**config.mk**
```make
export PLATFORM = sky130hd
export DESIGN_NAME = dev_bus_bridge
export DESIGN_NICKNAME = d
export VERILOG_FILES = /design/src/rtl/dev_bus_bridge.sv
export SDC_FILE = /design/constraint.sdc
export NUM_CORES = 1
export LEC_CHECK = 0
export ABC_CLOCK_PERIOD_IN_PS = 2250
export BUFFER_PORTS_ARGS = -buffer_cell sky130_fd_sc_hd__clkbuf_2
export CORE_ASPECT_RATIO = 0.7
export CORE_MARGIN = 10
export CORE_UTILIZATION = 25
export DETAILED_ROUTE_END_ITERATION = 16
export PLACE_DENSITY = 0.55
export SLEW_MARGIN = 20
export SYNTH_ARGS = -nofsm -noshare
export SYNTH_HDL_FRONTEND = slang
export SYNTH_SLANG_ARGS = --single-unit
```
**constraint.sdc**
```tcl
create_clock -name clk -period 2.25 [get_ports clk]
set_input_delay 0.3375 -clock clk [delete_from_list [all_inputs] [get_ports clk]]
set_output_delay 0.3375 -clock clk [all_outputs]
set_load 0.01 [all_outputs]
```
**src/rtl/dev_bus_bridge.sv**
```systemverilog
// rtl/dev_bus_bridge.sv - core data-port bridge: zero-wait RAM pass-through, registered multi-cycle IO slots
module dev_bus_bridge #(
  parameter int          N_IO       = 4,
  parameter logic [15:0] IO_BASE_HI = 16'hBFD0,
  parameter int          SEL_LSB    = 12,
  parameter int          TIMEOUT    = 16,
  parameter logic [31:0] ERR_DATA   = 32'hDEADBEEF
) (
  input  logic              clk,
  input  logic              rst_n,
  input  logic              dce,
  input  logic [3:0]        we,
  input  logic [31:0]       daddr,
  input  logic [31:0]       din,
  output logic [31:0]       dout,
  output logic              stall,
  output logic              bus_err,
  output logic              data_ce,
  output logic [3:0]        data_we,
  output logic [31:0]       data_addr,
  output logic [31:0]       data_din,
  input  logic [31:0]       data_dout,
  output logic [N_IO-1:0]   io_ce,
  output logic              io_we,
  output logic [3:0]        io_be,
  output logic [31:0]       io_addr,
  output logic [31:0]       io_din,
  input  logic [32*N_IO-1:0] io_dout,
  input  logic [N_IO-1:0]   io_ack
);

  localparam logic [1:0] S_IDLE = 2'd0;
  localparam logic [1:0] S_BUSY = 2'd1;
  localparam logic [1:0] S_DONE = 2'd2;
  localparam logic [1:0] S_ERR  = 2'd3;

  logic [1:0]      state;
  logic [7:0]      count;
  logic [2:0]      sel_q;
  logic [31:0]     rd_data;
  logic            io_hit;
  logic [2:0]      sel;
  logic            unmapped;
  logic [N_IO-1:0] sel_onehot;
  logic            ack_hit;
  logic [31:0]     slot_data;

  assign io_hit   = (daddr[31:16] == IO_BASE_HI);
  assign sel      = daddr[SEL_LSB +: 3];
  assign unmapped = ({1'b0, sel} >= 4'(N_IO));

  assign data_addr = daddr;
  assign data_din  = din;

  always_comb begin
    sel_onehot = '0;
    for (int k = 0; k < N_IO; k++) begin
      if (sel == 3'(k)) sel_onehot[k] = 1'b1;
    end
  end

  // Only the latched slot may complete the transaction; other acks are ignored.
  always_comb begin
    ack_hit   = 1'b0;
    slot_data = '0;
    for (int k = 0; k < N_IO; k++) begin
      if (sel_q == 3'(k)) begin
        ack_hit   = io_ack[k];
        slot_data = io_dout[32*k +: 32];
      end
    end
  end

  always_comb begin
    data_ce = dce & ~io_hit;
    data_we = we;
    stall   = 1'b0;
    dout    = '0;
    case (state)
      S_IDLE:  stall = dce & io_hit;
      S_BUSY:  stall = 1'b1;
      default: stall = 1'b0;
    endcase
    if (!io_hit)              dout = data_dout;
    else if (state == S_DONE) dout = rd_data;
    else if (state == S_ERR)  dout = ERR_DATA;
    if (!rst_n) begin
      data_ce = 1'b0;
      data_we = '0;
      stall   = 1'b0;
      dout    = '0;
    end
  end

  always_ff @(posedge clk) begin
    if (!rst_n) begin
      state   <= S_IDLE;
      count   <= '0;
      sel_q   <= '0;
      rd_data <= '0;
      io_ce   <= '0;
      io_we   <= 1'b0;
      io_be   <= '0;
      io_addr <= '0;
      io_din  <= '0;
      bus_err <= 1'b0;
    end else begin
      bus_err <= 1'b0;
      case (state)
        S_IDLE: begin
          if (dce && io_hit) begin
            if (unmapped) begin
              state   <= S_ERR;
              bus_err <= 1'b1;
            end else begin
              io_ce   <= sel_onehot;
              io_we   <= |we;
              io_be   <= we;
              io_addr <= daddr;
              io_din  <= din;
              sel_q   <= sel;
              count   <= '0;
              state   <= S_BUSY;
            end
          end
        end
        S_BUSY: begin
          count <= count + 8'd1;
          if (ack_hit) begin
            rd_data <= slot_data;
            io_ce   <= '0;
            state   <= S_DONE;
          end else if (count == 8'(TIMEOUT - 1)) begin
            io_ce   <= '0;
            state   <= S_ERR;
            bus_err <= 1'b1;
          end
        end
        default: state <= S_IDLE;
      endcase
    end
  end

endmodule

```
# Word-level counts from Yosys, hierarchy flattened
# Index checks and enable logic that the tools add are counted.
# W data, S select, Z words.
dict set report classes {
  addsub 1
  n_mul 0
  div 0
  magnitude_cmp 1
  n_eq_ne 14
  shifts 0
  n_mux 38
  bitwise_logic 4
  n_reduce_logical 11
}
# operator count
set ops {}
lappend ops {{$mux W32} 8}
lappend ops {{$mux W4} 5}
lappend ops {{$eq A16 B16 Y1 const B} 1}
lappend ops {{$mux W8} 2}
lappend ops {{$pmux W8 S2} 1}
lappend ops {{$mux W1} 14}
lappend ops {{$eq A3 B2 Y1 const B} 4}
lappend ops {{$add A8 B1 Y8 const B} 1}
lappend ops {{$eq A8 B4 Y1 const B} 1}
lappend ops {{$mux W2} 4}
lappend ops {{$pmux W4 S2} 1}
lappend ops {{$eq A3 B1 Y1 const B} 2}
lappend ops {{$logic_not A3 Y1} 2}
lappend ops {{$reduce_and A3 Y1} 2}
lappend ops {{$eq A2 B2 Y1 const B} 2}
lappend ops {{$ne A2 B2 Y1 const B} 2}
lappend ops {{$pmux W1 S2} 2}
lappend ops {{$pmux W2 S2} 1}
lappend ops {{$reduce_and A2 Y1} 2}
lappend ops {{$reduce_and A4 Y1} 1}
lappend ops {{$reduce_or A4 Y1} 1}
lappend ops {{$ge A3 B3 Y1 const B} 1}
lappend ops {{$ne A3 B3 Y1 const B} 1}
lappend ops {{$and A1 B1 Y1} 2}
lappend ops {{other kinds (5)} 6}
dict set report totals {
  register_bits 119
  latch_bits 0
  mem_bits_rw 0
  rom_bits 0
  in_bits 235
  n_memories 0
}

# Longest topological paths before layout
dict set report depth {
  ltp_word 7
  mapped_depth 8
}

# Least setup slack after synthesis
# OpenSTA, ideal clock, no wires.
dict set report synth_path {
  kind {in2out}
  start {input port daddr[16]}
  end {output port dout[14]}
  t_arrival_ps 1854
  required_time_ps 1913
  setup_slack_ps 58
  path_stages 5
  path_cell_list {or4_4 -> nor4_4 -> nand3_1 -> nor2_1 -> a22o_1}
}
dict set report synth_between {
  elab_chain_len 3
}
# item line
set synth_rtl {}
lappend synth_rtl {{start, declared} 13} ;# input logic [31:0] daddr,
lappend synth_rtl {{$eq A16 B16 Y1} 48} ;# assign io_hit = (daddr[31:16] == IO_BASE_HI);
lappend synth_rtl {{$mux W32} 84} ;# if (!io_hit) dout = data_dout;
lappend synth_rtl {{$mux W32} 87} ;# if (!rst_n) begin
lappend synth_rtl {{end, declared} 15} ;# output logic [31:0] dout,
# Every way passes these cells.

# Worst setup path in the final report
dict set report layout_path {
  start {input port daddr[19]}
  end {output port dout[14]}
}
# The elaborated chain is that of the path after synthesis.

==> out/metrics.yaml <==
run_status:
  status: "finished with violations"
  failed_checks: "setup timing"
synth:
  ys_types: 39
  synth-seq-cells: 116
  yosysTopAreaCellShare_pct: 38.70
  yosysSeqAreaShare_pct: 38.70
  synth-main-ff-cell: "dfxtp_1"
  synth-edff-count: 0
  synth_fp_nets: 948
  postSynth.asyncResetShare_pct: 0
  yosysWarnings: 0
  yosysTopAreaCell: "dfxtp_1"
  avgSynthCellArea_um2: 8.428
  netlist_top_cells_count: "135 x nand2_1, 116 x dfxtp_1, 92 x a21oi_1"
  yosysMostFrequentCell: "nand2_1"
  netlist_area_um2: 6001
  netlist_top_cells_area: "dfxtp_1 39%, mux4_2 12%, buf_4 8.9%, nand2_1 8.4%, a21oi_1 7.7%"
  postSynthCellCount: 712
floorplan:
  dieArea_um2: 30700
  num_rows: 47
  chipHeight_um: 149.6
  core_area_um2: 23640
  io-pin-count: 411
  start_util_pct: 25.38
  die_x_um: 205.2
global_route:
  top_usage_layer: "met2"
  antenna_found_initial: 0
  gr-usage-all-layers_pct: 15.51
  grt_util_met2_pct: 26.67
  grt_overflow: 0
  grt_max_degree: 65
  grt_pass1_wl_mm: 37.42
  grt_pass1_vias: 6718
  met3_usage_pct: 5.724
  met1_usage_pct: 17.83
finish:
  fillers: 2455
  drive_gt1_share_pct: 49.53
  instances_no_fill: 1387
  area_growth_pct: 46.60
  nets: 1292
  multiInputGateArea_um2: 3015
  seqCellArea_um2: 2325
timing:
  fmax_mhz: 440.5
  hold_viol: 0
  tightest_slew_ps: 652.7
  final.setup.worst_slack_ps: -19.90
  drv_slew: 0
  finalSetupTns_ps: -122.3
  period_needed_ps: 2270
  setup_viol: 8
  slew_headroom_pct: 56.48
  skew_ps: 9.325
  finalCritPeriodShare_pct: 100.9
  rsz0062_at_grt: "true"
setup_path:
  cp_max_fo: 18
  cp.required_ps: 1910
  reg2reg_depth: 7
  r2r_slack_ps: 330
  crit_slowest_cell: "or4_4"
  cp_data_arrival_time_ps: 1930
  worstSetupStartpointType: "input port"
  slowest_delay_ps: 550
  worstPathCellList: "buf_6, or4_4, nor4_4, buf_4, nor2_4, buf_12, a22o_1, buf_2"
  path_class: "input port to output pin"
  end_kind: "output pin"
pwr:
  pwr-share-comb_pct: 10.4
  p_sw_share_pct: 22.55
  powerDensity_nw_per_um2: 611.9
  internal_power_mw: 4.169
  power_frac_clock_pct: 51.4
  peakVddDrop_mv: 0.4468
  power_leakage_nw: 3.949
  p_sw_mw: 1.214
  pwr-share-seq_pct: 38.2
routing:
  drt_iter0_markers: 240
  wl_per_cell_um: 17.79
  route.detailed.drc: 0
  drt.antenna.violating_nets: 0
  totalWireLength_mm: 24.67
  vias: 6330
  firstDrtPassIters: 4
  viasPerCell: 4.564
clock_tree:
  cts_tree: "yes"
  path_clk_slew_ps: 50
  clock-root-buffer: "clkbuf_16"
  numClockSinks: 116
  clockBufferDepth: 2
  cts-htree-levels: 4
  clkLatencyLatePin_ps: 410
  cts_buffers: 17
place:
  portBuffers: 410
  dp_cells: 1353
  place_hpwl_mm: 20.00
  place_congestion: 0.9398
  dp_slack_ps: -212.5
job:
  max-cap-violations: 0
worst_hold_path:
  hp-class: "input port to flip-flop"
  whs_path_depth: 3
## per-layer routing
| layer | vias up | share of wire, % |
|---|---|---|
| met5 | - | 0 |
| met4 | 0 | 0.99 |
| met3 | 15 | 8.6 |
| met2 | 242 | 49 |
| met1 | 2989 | 41 |
| li1 | 3084 | - |
## path summary, 6_finish.rpt
path                    from         end
setup / recovery   daddr[19]    dout[14]
hold / removal      daddr[8]  io_addr[8]
setup reg to reg    state[0]  rd_data[8]
hold reg to reg   io_din[31]  io_din[31]
## cell usage in the layout (no fill, tap or decap), drive strengths merged
master	instances
and2	13
inv	4
o21bai	1
nand4b	3
nand2	135
nor2b	1
mux4	33
o21ai	28
nor3	1
or3	6
nor2	86
nand2b	3
a22oi	1
nand3b	1
clkbuf	401
nor4b	2
buf	63
or4	2
a22o	8
nor4	4
bufinv	3
nand3	5
a31oi	2
clkinv	7
dfxtp	116
a211oi	2
nor3b	32
diode	1
nand4	3
a21o	1
mux2i	4
o211ai	2
and3	2
a21oi	92
ha	1
## worst max-delay path: cells and delay by family
family / cells / cell delay (ps)
AO/OA/AOI/OAI: 1 / 230
buffers and inverters: 4 / 570
AND/OR/NAND/NOR: 3 / 790
## stage by stage
step / hold WS [ps] / power, mW / cell area (um^2) / util [%]
2_1_floorplan: 457.8 / 2.361 / 6001 / -
3_3_place_gp: 437.8 / 2.647 / 8078 / 34.17
3_5_place_dp: 442.3 / 2.652 / 8078 / 34.17
4_1_cts: 137.0 / 5.474 / 8735 / 36.95
5_1_grt: 146.2 / 5.619 / 8795 / 37.20
6_report: 160.4 / 5.383 / 8797 / 37.21
## flip-flops by register name (all words and copies together), names as in the netlist
name	count
rd_data	32
io_be	4
io_we	1
bus_err	1
state	2
io_ce	4
count	8
io_din	32
io_addr	32
## final cells by class
type / instances / area share, %
diodes: 1 / 0.02845
flip-flops and latches: 116 / 26.43
multi-input cells: 474 / 34.28
inverters: 5 / 0.2276
clock inverters: 9 / 1.451
well taps: 318 / 4.523
clock buffers: 22 / 5.390
repair buffers: 442 / 27.68
## kinds of logic (layout without fill, tap and decap cells)
group	Yosys count	count (layout)	share of synthesized area, %
AND/OR/NAND/NOR	299	299	23.21
multiplexers	37	37	13.05
buffers and inverters	122	478	12.32
AO/OA/AOI/OAI	137	137	12.51
other	0	1	0
adder cells (fa/ha/maj)	1	1	0.2085
flip-flops	116	116	38.70
## what timing repair did
item,in CTS,in global routing
hold buffers,0,0
pin swaps,5,8
gates resized for setup,29,43
setup buffers,1,1
endpoints found under the setup margin,34,30
## power groups by stage
stage	Sequential [mW]	Combinational [mW]	Clock [mW]
floorplan	2.10	0.262	0
global placement	2.10	0.548	0
detailed placement	2.10	0.553	0
CTS	2.05	0.562	2.86
global route	2.05	0.610	2.96
finish	2.06	0.558	2.77
Note: power is estimated with default switching activity, not from simulation.
